File: src/rtl/fifo_write_job_arbiter.sv
// fifo_write_job_arbiter: shares one fifo_write_interface write engine among
// NUM_REQ requesters. Picks a job, latches its config, pulses eng_start, waits
// for eng_done and returns a one-cycle req_done (with req_err for count = 0).
// Arbitration is round-robin by default; define FIXED_PRIORITY_EN for fixed
// lowest-index-wins priority.
module fifo_write_job_arbiter #(
    parameter int unsigned NUM_REQ            = 4,
    parameter int unsigned NUM_ELEMENTS_WIDTH = 16
) (
    input  logic                                  aclk,
    input  logic                                  aresetn,
    input  logic [NUM_REQ-1:0]                    req,
    input  logic [32*NUM_REQ-1:0]                 req_addr,
    input  logic [NUM_ELEMENTS_WIDTH*NUM_REQ-1:0] req_num,
    output logic [NUM_REQ-1:0]                    req_grant,
    output logic [NUM_REQ-1:0]                    req_done,
    output logic [NUM_REQ-1:0]                    req_err,
    output logic [31:0]                           eng_addr_offset,
    output logic [NUM_ELEMENTS_WIDTH-1:0]         eng_num_elements,
    output logic                                  eng_start,
    input  logic                                  eng_busy,
    input  logic                                  eng_done,
    input  logic                                  eng_rst_busy,
    output logic [$clog2(NUM_REQ)-1:0]            eng_sel
);

    localparam int unsigned IDX_W = $clog2(NUM_REQ);
    localparam int unsigned NW    = NUM_ELEMENTS_WIDTH;

    typedef enum logic [1:0] {
        ST_IDLE   = 2'd0,
        ST_LAUNCH = 2'd1,
        ST_RUN    = 2'd2,
        ST_REJECT = 2'd3
    } state_t;

    state_t               state_q, state_d;
    logic [NUM_REQ-1:0]   grant_q, grant_d;
    logic [NUM_REQ-1:0]   done_q, done_d;
    logic [NUM_REQ-1:0]   err_q, err_d;
    logic                 start_q, start_d;
    logic [IDX_W-1:0]     sel_q, sel_d;
    logic [31:0]          addr_q, addr_d;
    logic [NW-1:0]        num_q, num_d;
    logic [IDX_W-1:0]     last_grant_q, last_grant_d;

    logic                 win_found;
    logic [IDX_W-1:0]     win_idx;
    int unsigned          cand;

    // Winner selection over the live req vector
    always_comb begin
        win_found = 1'b0;
        win_idx   = '0;
        cand      = 0;
`ifdef FIXED_PRIORITY_EN
        // Scan downwards so the lowest set index is the last one written
        for (int i = int'(NUM_REQ) - 1; i >= 0; i--) begin
            if (req[i]) begin
                win_found = 1'b1;
                win_idx   = IDX_W'(i);
            end
        end
`else
        // Scan offsets NUM_REQ..1 so the nearest one after last_grant wins
        for (int unsigned k = NUM_REQ; k >= 1; k--) begin
            cand = (32'(last_grant_q) + k) % NUM_REQ;
            if (req[cand]) begin
                win_found = 1'b1;
                win_idx   = IDX_W'(cand);
            end
        end
`endif
    end

    // Next-state and next-output logic
    always_comb begin
        state_d      = state_q;
        grant_d      = grant_q;
        done_d       = '0;
        err_d        = '0;
        start_d      = 1'b0;
        sel_d        = sel_q;
        addr_d       = addr_q;
        num_d        = num_q;
        last_grant_d = last_grant_q;

        case (state_q)
            ST_IDLE: begin
                // A pending req_done marks the mandatory gap cycle before a new latch
                if (win_found && !eng_busy && !eng_rst_busy && (done_q == '0)) begin
                    sel_d   = win_idx;
                    addr_d  = req_addr[32*32'(win_idx) +: 32];
                    num_d   = req_num[NW*32'(win_idx) +: NW];
                    grant_d = NUM_REQ'(1) << win_idx;
                    if (req_num[NW*32'(win_idx) +: NW] == '0) begin
                        state_d = ST_REJECT;
                    end else begin
                        state_d = ST_LAUNCH;
                    end
                end
            end
            ST_LAUNCH: begin
                start_d = 1'b1;
                state_d = ST_RUN;
            end
            ST_RUN: begin
                if (eng_done) begin
                    grant_d      = '0;
                    done_d       = NUM_REQ'(1) << sel_q;
                    last_grant_d = sel_q;
                    state_d      = ST_IDLE;
                end
            end
            ST_REJECT: begin
                grant_d      = '0;
                done_d       = NUM_REQ'(1) << sel_q;
                err_d        = NUM_REQ'(1) << sel_q;
                last_grant_d = sel_q;
                state_d      = ST_IDLE;
            end
            default: begin
                state_d = ST_IDLE;
                grant_d = '0;
            end
        endcase
    end

    // State and output registers, synchronous active-low reset
    always_ff @(posedge aclk) begin
        if (!aresetn) begin
            state_q      <= ST_IDLE;
            grant_q      <= '0;
            done_q       <= '0;
            err_q        <= '0;
            start_q      <= 1'b0;
            sel_q        <= '0;
            addr_q       <= '0;
            num_q        <= '0;
            last_grant_q <= IDX_W'(NUM_REQ - 1);
        end else begin
            state_q      <= state_d;
            grant_q      <= grant_d;
            done_q       <= done_d;
            err_q        <= err_d;
            start_q      <= start_d;
            sel_q        <= sel_d;
            addr_q       <= addr_d;
            num_q        <= num_d;
            last_grant_q <= last_grant_d;
        end
    end

    assign req_grant        = grant_q;
    assign req_done         = done_q;
    assign req_err          = err_q;
    assign eng_start        = start_q;
    assign eng_sel          = sel_q;
    assign eng_addr_offset  = addr_q;
    assign eng_num_elements = num_q;

endmodule

File: config.mk
export PLATFORM = sky130hd
export DESIGN_NAME = fifo_write_job_arbiter
export DESIGN_NICKNAME = d
export VERILOG_FILES = /design/src/rtl/fifo_write_job_arbiter.sv
export SDC_FILE = /design/constraint.sdc
export NUM_CORES = 1
export LEC_CHECK = 0
export BUFFER_PORTS_ARGS = -buffer_cell sky130_fd_sc_hd__buf_2
export CAP_MARGIN = 20
export CORE_MARGIN = 5
export CORE_UTILIZATION = 32
export CTS_BUF_LIST = sky130_fd_sc_hd__clkbuf_8
export DETAILED_ROUTE_END_ITERATION = 8
export GPL_TIMING_DRIVEN = 0
export PLACE_DENSITY = 0.64
export RECOVER_POWER = 100
export REMOVE_ABC_BUFFERS = 1
export SLEW_MARGIN = 0
export SYNTH_ARGS = -nofsm -noshare
export SYNTH_HDL_FRONTEND = slang
export SYNTH_SLANG_ARGS = --single-unit
File: constraint.sdc
create_clock -name aclk -period 3.5 [get_ports aclk]
set_input_delay 0.35 -clock aclk [delete_from_list [all_inputs] [get_ports aclk]]
set_output_delay 0.35 -clock aclk [all_outputs]
set_load 0.03 [all_outputs]
# Word-level counts from Yosys, hierarchy flattened
# Index checks and enable logic that the tools add are counted.
[classes] n_addsub=4 multipliers=0 div_mod_pow=0 n_lt_le_gt_ge=4 eq_ne=5 shifts=4 mux=28 bitwise_logic=0 reduce_logical=15
[ops] operator="indexed part select 128 x 8 -> 32 bit" n=1
[ops] operator="indexed part select 64 x 7 -> 16 bit" n=1
[ops] operator="zero test 16 bit" n=1
[ops] operator="two-way mux 2 bit" n=8
[ops] operator="< comparator 2 x 3 -> 1 bit (second input constant)" n=4
[ops] operator="two-way mux 4 bit" n=3
[ops] operator="case mux 4 bit (3 select lines)" n=1
[ops] operator="two-way mux 1 bit" n=9
[ops] operator="binary-select mux 1 bit (select 2 bit)" n=4
[ops] operator="case mux 2 bit (4 select lines)" n=1
[ops] operator="case mux 4 bit (2 select lines)" n=1
[ops] operator="AND reduction 2 bit" n=4
[ops] operator="<< shifter 1 x 2 -> 4 bit (first input constant)" n=2
[ops] operator="adder 2 x 1 -> 2 bit (second input constant)" n=2
[ops] operator="adder 2 bit (second input constant)" n=2
[ops] operator="equality test 2 bit (second input constant)" n=2
[ops] operator="zero test 4 bit" n=1
[ops] operator="!= test 2 bit (second input constant)" n=2
[ops] operator="case mux 2 bit (2 select lines)" n=1
[ops] operator="logical AND 1 bit" n=3
[ops] operator="AND reduction 3 bit" n=1
[ops] operator="nonzero test 3 bit" n=1
[ops] operator="equality test 2 x 1 -> 1 bit (second input constant)" n=1
[ops] operator="zero test 1 bit" n=2
[ops] operator="2 further kinds" n=2
[word_totals] register_bits=67 latchBits=0 mem_bits_rw=0 rom_bits=0 inputBits=201 out_inout_bits=63 wordCells=69 n_memories=0

# Logic depth before layout (Yosys ltp)
# Gate-level depths: netlist of the first run.
[logic_depth] word_depth=12 ltp_mapped=12 ltp_nobuf=7

# Least setup slack after synthesis of the first run
# OpenSTA, ideal clock, no wires.
[synth_path] kind="register -> register" start="register last_grant_q[1]" end="register state_q[1]" arrival_ps=2668 slack_ps=736 stages_incl_launch_ff=11 period_less_slack_ps=2764 path_cell_list="dfxtp_1 -> buf_6 -> mux2i_2 -> a2bb2oi_4 -> and2_1 -> buf_6 -> buf_8 -> a32oi_1 -> or4_1 -> or4_1 -> o41ai_2"
[synth_between] elab_chain_len=12 word_cells_on_any_way=30
[synth_rtl] item="from (decl)" line="45" source="logic [IDX_W-1:0] last_grant_q, last_grant_d;"
[synth_rtl] item="from (signal assigned)" line="140" source="last_grant_q <= IDX_W'(NUM_REQ - 1);"
[synth_rtl] item="from (signal assigned)" line="150" source="last_grant_q <= last_grant_d;"
[synth_rtl] item="adder 2 x 1 -> 2 bit" line="67" source="cand = (32'(last_grant_q) + k) % NUM_REQ;"
[synth_rtl] item="binary-select mux 1 bit (select 2 bit)" line="68" source="if (req[cand]) begin"
[synth_rtl] item="two-way mux 1 bit (not written as such)" line="68"
[synth_rtl] item="two-way mux 2 bit or two-way mux 1 bit (tied branches) (4 in a row)" line="68"
[synth_rtl] item="indexed part select 64 x 7 -> 16 bit or logical AND 1 bit (tied branches)" line="96, 91"
[synth_rtl] item="zero test 16 bit or logical AND 1 bit (tied branches)" line="96, 91"
[synth_rtl] item="two-way mux 2 bit or logical AND 1 bit (tied branches)" line="96, 91"
[synth_rtl] item="two-way mux 2 bit or != test 2 bit (tied branches)"
[synth_rtl] item="case mux 2 bit (4 select lines) or AND reduction 2 bit (tied branches)"
[synth_rtl] item="to (signal assigned)" line="142" source="state_q <= state_d;"
[synth_rtl] item="to (decl)" line="37" source="state_t state_q, state_d;"
# Parallel ways exist; a longest one is shown, timed or not. The select of a mux whose other input is x is not followed.
# A chain may end at the register's enable or synchronous reset.

# Worst setup path after layout of the first run
# Same ends and word-level chain as after synthesis.

==> results of run 1 <==
-- placed cells by master (no fill, tap or decap), types with 7 or more instances in the layout --
cell        n
a32oi_1    16
mux2i_1    16
nor2_1      7
clkbuf_8    9
dfxtp_1    67
buf_2     199
clkbuf_1   64
nand3_1   112
o21ai_0    23
nand2_1   196
a21boi_0   50
-- Yosys cell counts --
cell	instances	share of area, %
nand2_1	197	18
nand3_1	112	14
dfxtp_1	67	33
a21boi_0	50	9.2
clkbuf_1	34	3.1
o21ai_0	23	2.8
a32oi_1	16	3.4
mux2i_1	16	3.9
and2_1	10	1.5
buf_1	10	0.92
nor2_1	8	0.74
a211oi_1	4	0.74
mux2_2	4	1.1
buf_2	3	0.37
nor2b_1	3	0.46
nor3b_1	3	0.55
or4_1	3	0.55
buf_6	2	0.55
nor3_1	2	0.25
nor4_1	2	0.31
o211a_1	2	0.49
o31ai_1	2	0.37
a21o_1	1	0.18
a21oi_1	1	0.12
a2bb2oi_4	1	0.64
and3_1	1	0.15
and3b_1	1	0.21
buf_8	1	0.37
inv_1	1	0.092
mux2i_2	1	0.34
nand2b_1	1	0.15
nand4_1	1	0.15
o211ai_1	1	0.18
o21ai_1	1	0.12
o21bai_2	1	0.28
o22ai_1	1	0.15
o41ai_2	1	0.40
or2_1	1	0.15
-- worst max path at each step --
| stage | slack [ns] | end |
|---|---|---|
| CTS | 0.10 | state_q[1] |
| floorplan | -1.63 | state_q[1] |
| finish | 0.17 | state_q[1] |
| global placement | -3.63 | state_q[1] |
| detailed placement | -0.18 | state_q[1] |
| global route | 0.02 | state_q[1] |
-- power groups by stage --
stage	Combinational [mW]	Clock [mW]	Sequential, mW
after floorplan	0.284	0	0.922
after global placement	0.621	0	0.842
after global routing	0.688	0.777	0.833
final	0.620	0.705	0.827
after detailed placement	0.638	0	0.844
after CTS	0.642	0.738	0.826
-- flip-flops by register name, indices dropped and copies added, names as in the netlist, 2 cells and up --
register and count:
req_err 4, eng_sel 2, state_q 2, last_grant_q 2, req_done 4, eng_num_elements 16
req_grant 4, eng_addr_offset 32
-- what timing repair did --
action | in CTS | in global routing
setup buffers | 1 | 0
hold buffers | 0 | 0
gates resized for setup | 1 | 2
endpoints found under the setup margin | 1 | 1
-- final cells by class --
cell class / count / area (um^2) / area share, %
clock inverter: 7 / 92.6 / 1.63
sequential: 67 / 1340 / 23.6
inverter: 1 / 3.75 / 0.0660
timing repair buffer: 272 / 1380 / 24.2
multi-input combinational: 471 / 2540 / 44.6
tap: 172 / 215 / 3.78
clock buffer: 9 / 124 / 2.18
-- layer usage --
layer | GRT usage (%) | up-vias | wire (um)
met5 | 0 | - | 0
met3 | 5.16 | 14 | 1380
met1 | 22.6 | 2193 | 6100
li1 | - | 2495 | -
met4 | 5.25 | 0 | 168
met2 | 30.7 | 192 | 6780
-- critical path: stages (launching register included) --
cell and delay [ns]:
dfxtp_1 0.50, mux2i_2 0.32, a2bb2oi_4 0.31, and2_4 0.22, buf_12 0.20, a32oi_1 0.15
or4_1 0.54, or4_1 0.62, o41ai_2 0.38
-- stage by stage --
stage | std cells | setup slack (ns)
3_5_place_dp | 982 | -0.178
4_1_cts | 999 | 0.103
5_1_grt | 999 | 0.0157
6_report | 999 | 0.166
3_3_place_gp | 974 | -3.63
2_1_floorplan | 539 | -1.63
-- cell families after synthesis --
| family | synth area share [%] |
|---|---|
| AO/OA/AOI/OAI | 19.2 |
| buffers and inverters | 5.43 |
| flip-flops | 32.9 |
| multiplexers | 5.37 |
| AND/OR/NAND/NOR | 37.1 |
==> impl_metrics.csv, run 1 <==
group,metric,value,unit
critical_path,worst_ep_arrival_time,3.57,ns
clock_network,cts.sinks,67,
critical_path,endpoint_kind,"flop",
global_route,antenna_found_initial,0,
power,design_power_total,2.15,mW
flow_run,drv_cap,1,
timing,rsz0062_at_grt,"no",
detailed_routing,ant_nets,0,
floorplanning,core.rowCount,41,
timing,finalMaxSlewViolations,62,
detailed_routing,via_count,4894,
critical_path,crit_start,"last_grant_q[1]",
layout,utilization,45.3,%
timing,skew,0.00832,ns
detailed_routing,drt_first_pass_iters,4,
run_status,violations,"capacitance limit, slew limit",
clock_network,cts_buffer_depth,2,
clock_network,cts_root_buf,"clkbuf_8",
timing,timing.final.crit_share,95.3,%
critical_path,r2r_start,"last_grant_q[1]",
power,p_int,1.45,mW
detailed_routing,drt_wl_total,14400,um
power,max-vdd-ir-drop,0.000206,V
global_route,grt_max_degree,62,
critical_path,cp.required,3.74,ns
power,power_frac_comb,28.8,%
floorplanning,die_w,123,um
power,p_seq_share,38.4,%
clock_network,clock_latency,0.34,ns
critical_path,r2r_setup_slack,0.17,ns
timing,setup-violations-final,0,
timing,holdWs,0.402,ns
synth,synth_cell_types,38,
critical_path,worstPathMaxFanout,33,
placed_design,gp_congestion,0.737,
placed_design,dp.final_hpwl,10900,um
floorplanning,pin_count,264,
floorplanning,die_h,123,um
min_path,min_path_cells,5,
floorplanning,start_util,32.4,%
synth,syn_avg_cell_area,6.92,um^2
synth,syn_inst,589,
detailed_routing,remaining_drc_errors,0,
timing,hold_viol_final,0,
min_path,min_to,"eng_addr_offset[4]",
detailed_routing,drt_iter0_drc,249,
detailed_routing,post_drt_wl_per_cell,14.5,um
layout,diodes,0,
power,switching_power,707,uW
timing,max_freq,300,MHz
synth,ys_warn_count,0,
timing,min_period,3.33,ns
layout,syn_to_final_growth,39.6,%
detailed_routing,viasPerCell,4.90,
floorplanning,core_area,12600,um^2
layout,layout-drive-gt1-share,28.5,%
power,power_switching_share,32.8,%
placed_design,io_buffer_count,263,
layout,fillers,1392,
power,pwr-share-clk,32.7,%
clock_network,numCtsBuffers,9,
critical_path,cp-start-kind,"flop",
power,leakage,2.49,nW
min_path,min-delay-start,"req_addr[4]",
critical_path,reg2regPathDepth,8,
power,powerDensity,378,nW/um^2
synth,syn_area,4080,um^2
global_route,grt_pass1_wl,22000,um
synth,yosysSeqAreaShare,32.9,%
layout,nets,1023,
run_status,status,"complete, but fails checks",
timing,slew_headroom,-50.5,%
min_path,hp-class,"in2reg",
critical_path,crit_type,"reg2reg",
critical_path,r2r-end,"state_q[1]",
synth,synth_seq_cells,67,
placed_design,dpl_cell_area,5570,um^2
floorplanning,dieArea,15100,um^2
timing,tightest_slew,2.26,ns
timing,setup_tns,0,ns
global_route,grt_pass1_vias,4436,
layout,final_cell_area,5690,um^2
global_route,grt_overflow,0,
clock_network,cts_tree,"built",
clock_network,cts_max_level,3,
clock_network,clkTransAtPathRegs,0.08,ns
global_route,gr-usage-all-layers,18.2,%
(Power assumes the default switching activity.)
==> run 2: changes to the inputs <==
CORE_MARGIN = 2   (was 5)
==> run 2 against run 1 <==
  * The run still ends with capacitance limit, slew limit left
  * Wire length decreased by 3.2%
  * Sequential cell count stayed put
  * Die area fell by 9.5%
  * Total power increased by 1.1%
  * Non-clock buffer count increased by 5
  * Worst hold slack improved by 0.0060 ns
  * Critical endpoint unchanged
  * Largest power group unchanged
==> impl_metrics.csv, run 2 (synthesis results as in run 1) <==
group,metric,value,unit
run_status,status,"complete, but fails checks",
run_status,violations,"capacitance limit, slew limit",
power,max-vdd-ir-drop,0.000164,V
clock_network,numCtsBuffers,9,
critical_path,cp-start-kind,"flop",
layout,layout_commonest_cell,"buf_2",
power,leakage,2.52,nW
layout,largest_register_ffs,32,
timing,setup-violations-final,0,
flow_run,drv_cap,1,
detailed_routing,drt_iter0_drc,235,
critical_path,critical-path-max-stage-delay,0.62,ns
clock_network,cts_hold_buf,0,
critical_path,worst_ep_arrival_time,3.56,ns
clock_network,clock_latency,0.34,ns
detailed_routing,viasPerCell,4.92,
critical_path,reg2regPathDepth,8,
clock_network,cts.sinks,67,
timing,finalMaxSlewViolations,62,
timing,max_freq,302,MHz
floorplanning,core_area,12500,um^2
floorplanning,die_w,117,um
power,powerDensity,379,nW/um^2
critical_path,crit_top_cell,"or4_1",
floorplanning,core.rowCount,41,
critical_path,r2r_start,"last_grant_q[1]",
critical_path,cp.required,3.75,ns
timing,tightest_slew,2.28,ns
detailed_routing,drt_wl_total,14000,um
clock_network,clkTransAtPathRegs,0.08,ns
global_route,grt_max_degree,62,
global_route,grt_pass1_vias,4705,
detailed_routing,post_drt_wl_per_cell,13.9,um
critical_path,cp_slowest_cell,"or4_1",
detailed_routing,via_count,4949,
min_path,min_path_cells,5,
timing,rsz0062_at_grt,"no",
clock_network,cts_root_buf,"clkbuf_8",
critical_path,worstPathMaxFanout,25,
timing,setup_tns,0,ns
floorplanning,die_h,117,um
layout,final_cell_area,5740,um^2
power,power_frac_comb,28.9,%
timing,skew,0.0111,ns
min_path,min-delay-start,"req_addr[7]",
critical_path,endpoint_kind,"flop",
floorplanning,pin_count,264,
critical_path,crit_type,"reg2reg",
global_route,antenna_found_initial,0,
floorplanning,dieArea,13700,um^2
placed_design,dpl_cell_area,5590,um^2
layout,layout_common_cells,"199 x buf_2, 196 x nand2_1, 112 x nand3_1",
clock_network,cts_buffer_depth,2,
critical_path,r2r-end,"state_q[1]",
layout,syn_to_final_growth,40.9,%
power,p_seq_share,38.0,%
timing,slew_headroom,-51.8,%
timing,hold_viol_final,0,
placed_design,dp.final_hpwl,10200,um
placed_design,dp_cells,983,
critical_path,path_cells,"a21boi_0 -> o21bai_4 -> and2_4 -> buf_16 -> a32oi_1 -> or4_1 -> or4_1 -> o41ai_2",
global_route,gr-usage-all-layers,20.3,%
clock_network,cts_tree,"built",
critical_path,critPathBufInv,1,
detailed_routing,remaining_drc_errors,0,
layout,nets,1029,
power,switching_power,717,uW
timing,min_period,3.32,ns
layout,utilization,45.9,%
placed_design,io_buffer_count,263,
critical_path,critPathTopFamily,"simple AND/OR/NAND/NOR gates",
power,p_int,1.46,mW
global_route,grt_overflow,0,
min_path,min_to,"eng_addr_offset[7]",
detailed_routing,ant_nets,0,
critical_path,r2r_setup_slack,0.18,ns
floorplanning,start_util,32.6,%
clock_network,cts_max_level,3,
layout,finalNonFillerCells,1005,
layout,diodes,0,
placed_design,gp_congestion,0.767,
power,pwr-share-clk,33.1,%
layout,layout-drive-gt1-share,29.1,%
min_path,hp-class,"in2reg",
global_route,grt_pass1_wl,22100,um
layout,fillers,1412,
detailed_routing,drt_first_pass_iters,4,
power,power_switching_share,32.9,%
timing,timing.final.crit_share,94.8,%
## run 2: cell types whose count changed in the layout (fill, tap and decap cells not counted), moves of 2 or more
cell        delta
buf_4          +4
clkinv_4       +4
and2_1         -5
and2_0         +5
clkinv_2       -2
clkinvlp_4     -2
## run 2: power by group through the flow
| stage | logic [mW] | registers (mW) | clock network, mW |
|---|---|---|---|
| after global placement | 0.616 | 0.843 | 0 |
| after global routing | 0.706 | 0.834 | 0.786 |
| final | 0.628 | 0.828 | 0.720 |
| after CTS | 0.649 | 0.827 | 0.755 |
| after floorplan | 0.284 | 0.922 | 0 |
| after detailed placement | 0.637 | 0.845 | 0 |
## run 2: worst max path at each step
stage	startpoint	end	slack [ns]	depth (start not counted)
floorplan	req[1]	state_q[1]	-1.63	7
global placement	req[1]	state_q[1]	-3.59	8
detailed placement	req[1]	state_q[1]	-0.28	9
CTS	last_grant_q[1]	state_q[1]	0.02	8
global route	last_grant_q[1]	state_q[1]	0.003	8
finish	last_grant_q[1]	state_q[1]	0.18	8
## run 2: cell type report
class	count	area, um^2	area share, %
clock inverters	7	103	1.79
flip-flops and latches	67	1340	23.4
inverters	1	3.75	0.0654
clock buffers	9	124	2.16
multi-input cells	472	2540	44.3
well taps	172	215	3.75
repair buffers	277	1410	24.6
## run 2: layer usage
layer / part of all wire (%) / vias up / track usage, %
met5: 0 / - / 0
met4: 1.6 / 0 / 6.75
met3: 7.2 / 18 / 4.48
met2: 47 / 191 / 35.8
met1: 44 / 2224 / 24.5
li1: - / 2516 / -
## run 2: metrics by stage
step           hold WS [ns]  setup slack (ns)  total power, mW
2_1_floorplan         0.412             -1.63             1.21
3_3_place_gp          0.451             -3.59             1.46
3_5_place_dp          0.458            -0.284             1.48
4_1_cts               0.371            0.0184             2.23
5_1_grt               0.403           0.00321             2.33
6_report              0.408             0.183             2.18
## run 2: worst min-delay path, cell delays in order
cell      delay, ns
buf_2          0.09
nand2_1        0.04
nand3_1        0.06
nand3_1        0.07
a21boi_0       0.06
## run 2: timing repair
item,in CTS,in global routing
gates resized for setup,2,1
setup buffers,2,3
hold endpoints to repair,0,0
endpoints found under the setup margin,1,1
cloned,1,0
==> run 3: changes to the inputs <==
CORE_AREA = 2 2 103 105   (was not set)
CORE_MARGIN = not set   (was 2)
CORE_UTILIZATION = not set   (was 32)
DIE_AREA = 0 0 105 107   (was not set)
PLACE_DENSITY = 0.78   (was 0.64)
==> run 3 against run 2 <==
  * The flow still finishes with violations (capacitance limit, slew limit)
  * Sequential power about the same
  * Core utilization up 10 points
  * Via count up 0.85%
  * Clock-buffer cell count up 1
  * Worst hold slack worse by 0.0041 ns
  * Non-clock buffer count down 5
==> impl_metrics.csv, run 3 (synthesis results as in run 1) <==
group,metric,value,unit
run_status,status,"complete, but fails checks",
run_status,violations,"capacitance limit, slew limit",
placed_design,dp.final_hpwl,9700,um
clock_network,numCtsBuffers,9,
layout,syn_to_final_growth,38.5,%
layout,final_cell_area,5650,um^2
floorplanning,core_area,10100,um^2
timing,setup_slack,0.167,ns
critical_path,critical-path-max-stage-delay,0.62,ns
floorplanning,die_w,105,um
detailed_routing,ant_nets,0,
clock_network,clkTransAtPathRegs,0.08,ns
placed_design,place_ws,-0.0623,ns
detailed_routing,via_count,4991,
layout,layout_commonest_cell,"buf_2",
layout,layout-drive-gt1-share,28.6,%
critical_path,r2r_setup_slack,0.17,ns
critical_path,crit_top_cell,"or4_1",
clock_network,clock_latency,0.34,ns
placed_design,dpl_cell_area,5530,um^2
floorplanning,pin_count,264,
critical_path,r2r_start,"last_grant_q[1]",
timing,rsz0062_at_grt,"no",
detailed_routing,drt_wl_total,13400,um
clock_network,cts_hold_buf,0,
flow_run,drv_cap,1,
timing,max_freq,300,MHz
timing,min_period,3.33,ns
timing,setup_tns,0,ns
placed_design,dp_cells,947,
floorplanning,start_util,40.4,%
critical_path,worst_ep_arrival_time,3.57,ns
critical_path,endpoint_kind,"flop",
clock_network,cts.sinks,67,
critical_path,reg2regPathDepth,8,
critical_path,cp.required,3.74,ns
critical_path,crit_type,"reg2reg",
global_route,grt_pass1_vias,4587,
global_route,grt_overflow,0,
placed_design,gp_congestion,0.857,
timing,tightest_slew,2.15,ns
power,powerDensity,373,nW/um^2
timing,finalMaxSlewViolations,62,
global_route,gr-usage-all-layers,22.8,%
clock_network,cts_max_level,3,
min_path,min_path_cells,5,
critical_path,critPathBufInv,1,
detailed_routing,drt_iter0_drc,291,
detailed_routing,remaining_drc_errors,0,
layout,largest_register_ffs,32,
layout,finalNonFillerCells,964,
global_route,antenna_found_initial,0,
critical_path,critPathTopFamily,"simple AND/OR/NAND/NOR gates",
layout,nets,1024,
floorplanning,dieArea,11200,um^2
detailed_routing,drt_first_pass_iters,4,
detailed_routing,post_drt_wl_per_cell,13.9,um
critical_path,cp_slowest_cell,"or4_1",
timing,slew_headroom,-43.4,%
placed_design,io_buffer_count,263,
power,leakage,2.49,nW
floorplanning,core.rowCount,37,
critical_path,r2r-end,"state_q[1]",
clock_network,cts_tree,"built",
critical_path,path_cells,"mux2i_2 -> a2bb2oi_4 -> and2_4 -> buf_12 -> a32oi_1 -> or4_1 -> or4_1 -> o41ai_2",
floorplanning,die_h,107,um
global_route,grt_pass1_wl,21100,um
timing,setup-violations-final,0,
layout,diodes,0,
clock_network,cts_buffer_depth,2,
min_path,min-delay-start,"req_addr[55]",
timing,timing.final.crit_share,95.2,%
timing,skew,0.0143,ns
layout,layout_common_cells,"199 x buf_2, 197 x nand2_1, 112 x nand3_1",
timing,hold_viol_final,0,
critical_path,cp-start-kind,"flop",
critical_path,worstPathMaxFanout,32,
clock_network,cts_root_buf,"clkbuf_8",
detailed_routing,viasPerCell,5.18,
power,max-vdd-ir-drop,0.000207,V
min_path,min_to,"eng_addr_offset[23]",
min_path,hp-class,"in2reg",
global_route,grt_max_degree,62,
==> run 3: cell types whose count changed in the layout (fill, tap and decap cells not counted), sizes merged <==
cell and delta:
clkbuf -1, bufinv -1, buf -3
==> run 3: per-layer routing <==
layer  GRT usage [%]  part of all wire [%]  vias to the layer above
li1                -                     -                     2498
met1            26.7                    41                     2233
met2            41.5                    49                      236
met3            4.68                   7.8                       24
met4            7.43                   1.6                        0
met5               0                     0                        -
==> run 3: where the power goes <==
group | switching (mW) | total [mW] | internal, mW
registers | 0.0242 | 0.828 | 0.804
clock network | 0.308 | 0.657 | 0.349
logic | 0.373 | 0.621 | 0.247
==> run 3: how the worst max path moves through the flow <==
stage | slack [ns] | depth (start not counted) | end | start
after detailed placement | -0.06 | 8 | state_q[1] | last_grant_q[1]
after global routing | 0.01 | 8 | state_q[1] | last_grant_q[1]
final | 0.17 | 8 | state_q[1] | last_grant_q[1]
after floorplan | -1.63 | 7 | state_q[1] | req[1]
after global placement | -3.38 | 8 | state_q[1] | req[1]
after CTS | 0.06 | 8 | state_q[1] | last_grant_q[1]
==> run 3: final cells by class <==
class	count	area (um^2)
Clock inverter	6	65.1
Fill cell	1061	4450
Multi-Input combinational cell	472	2540
Timing Repair Buffer	272	1390
Sequential cell	67	1340
Clock buffer	10	138
Inverter	1	3.75
Tap cell	136	170
==> run 3: per-stage QoR <==
step	power, mW	utilization (%)	hold slack, ns
2_1_floorplan	1.21	-	0.412
3_3_place_gp	1.45	53.0	0.449
3_5_place_dp	1.47	54.8	0.456
4_1_cts	2.14	56.8	0.389
5_1_grt	2.24	55.9	0.413
6_report	2.11	55.9	0.404
==> run 3: what timing repair did <==
action	4_1_cts	5_1_grt
resized for setup	1	2
gates cloned	0	1
buffers inserted	0	0
setup endpoints to repair	1	1
==> run 3: worst min-delay path: cells and delay by family <==
| kind | cells | cell delay (ns) |
|---|---|---|
| compound gates | 1 | 0.06 |
| buf+inv | 1 | 0.09 |
| simple gates | 3 | 0.18 |
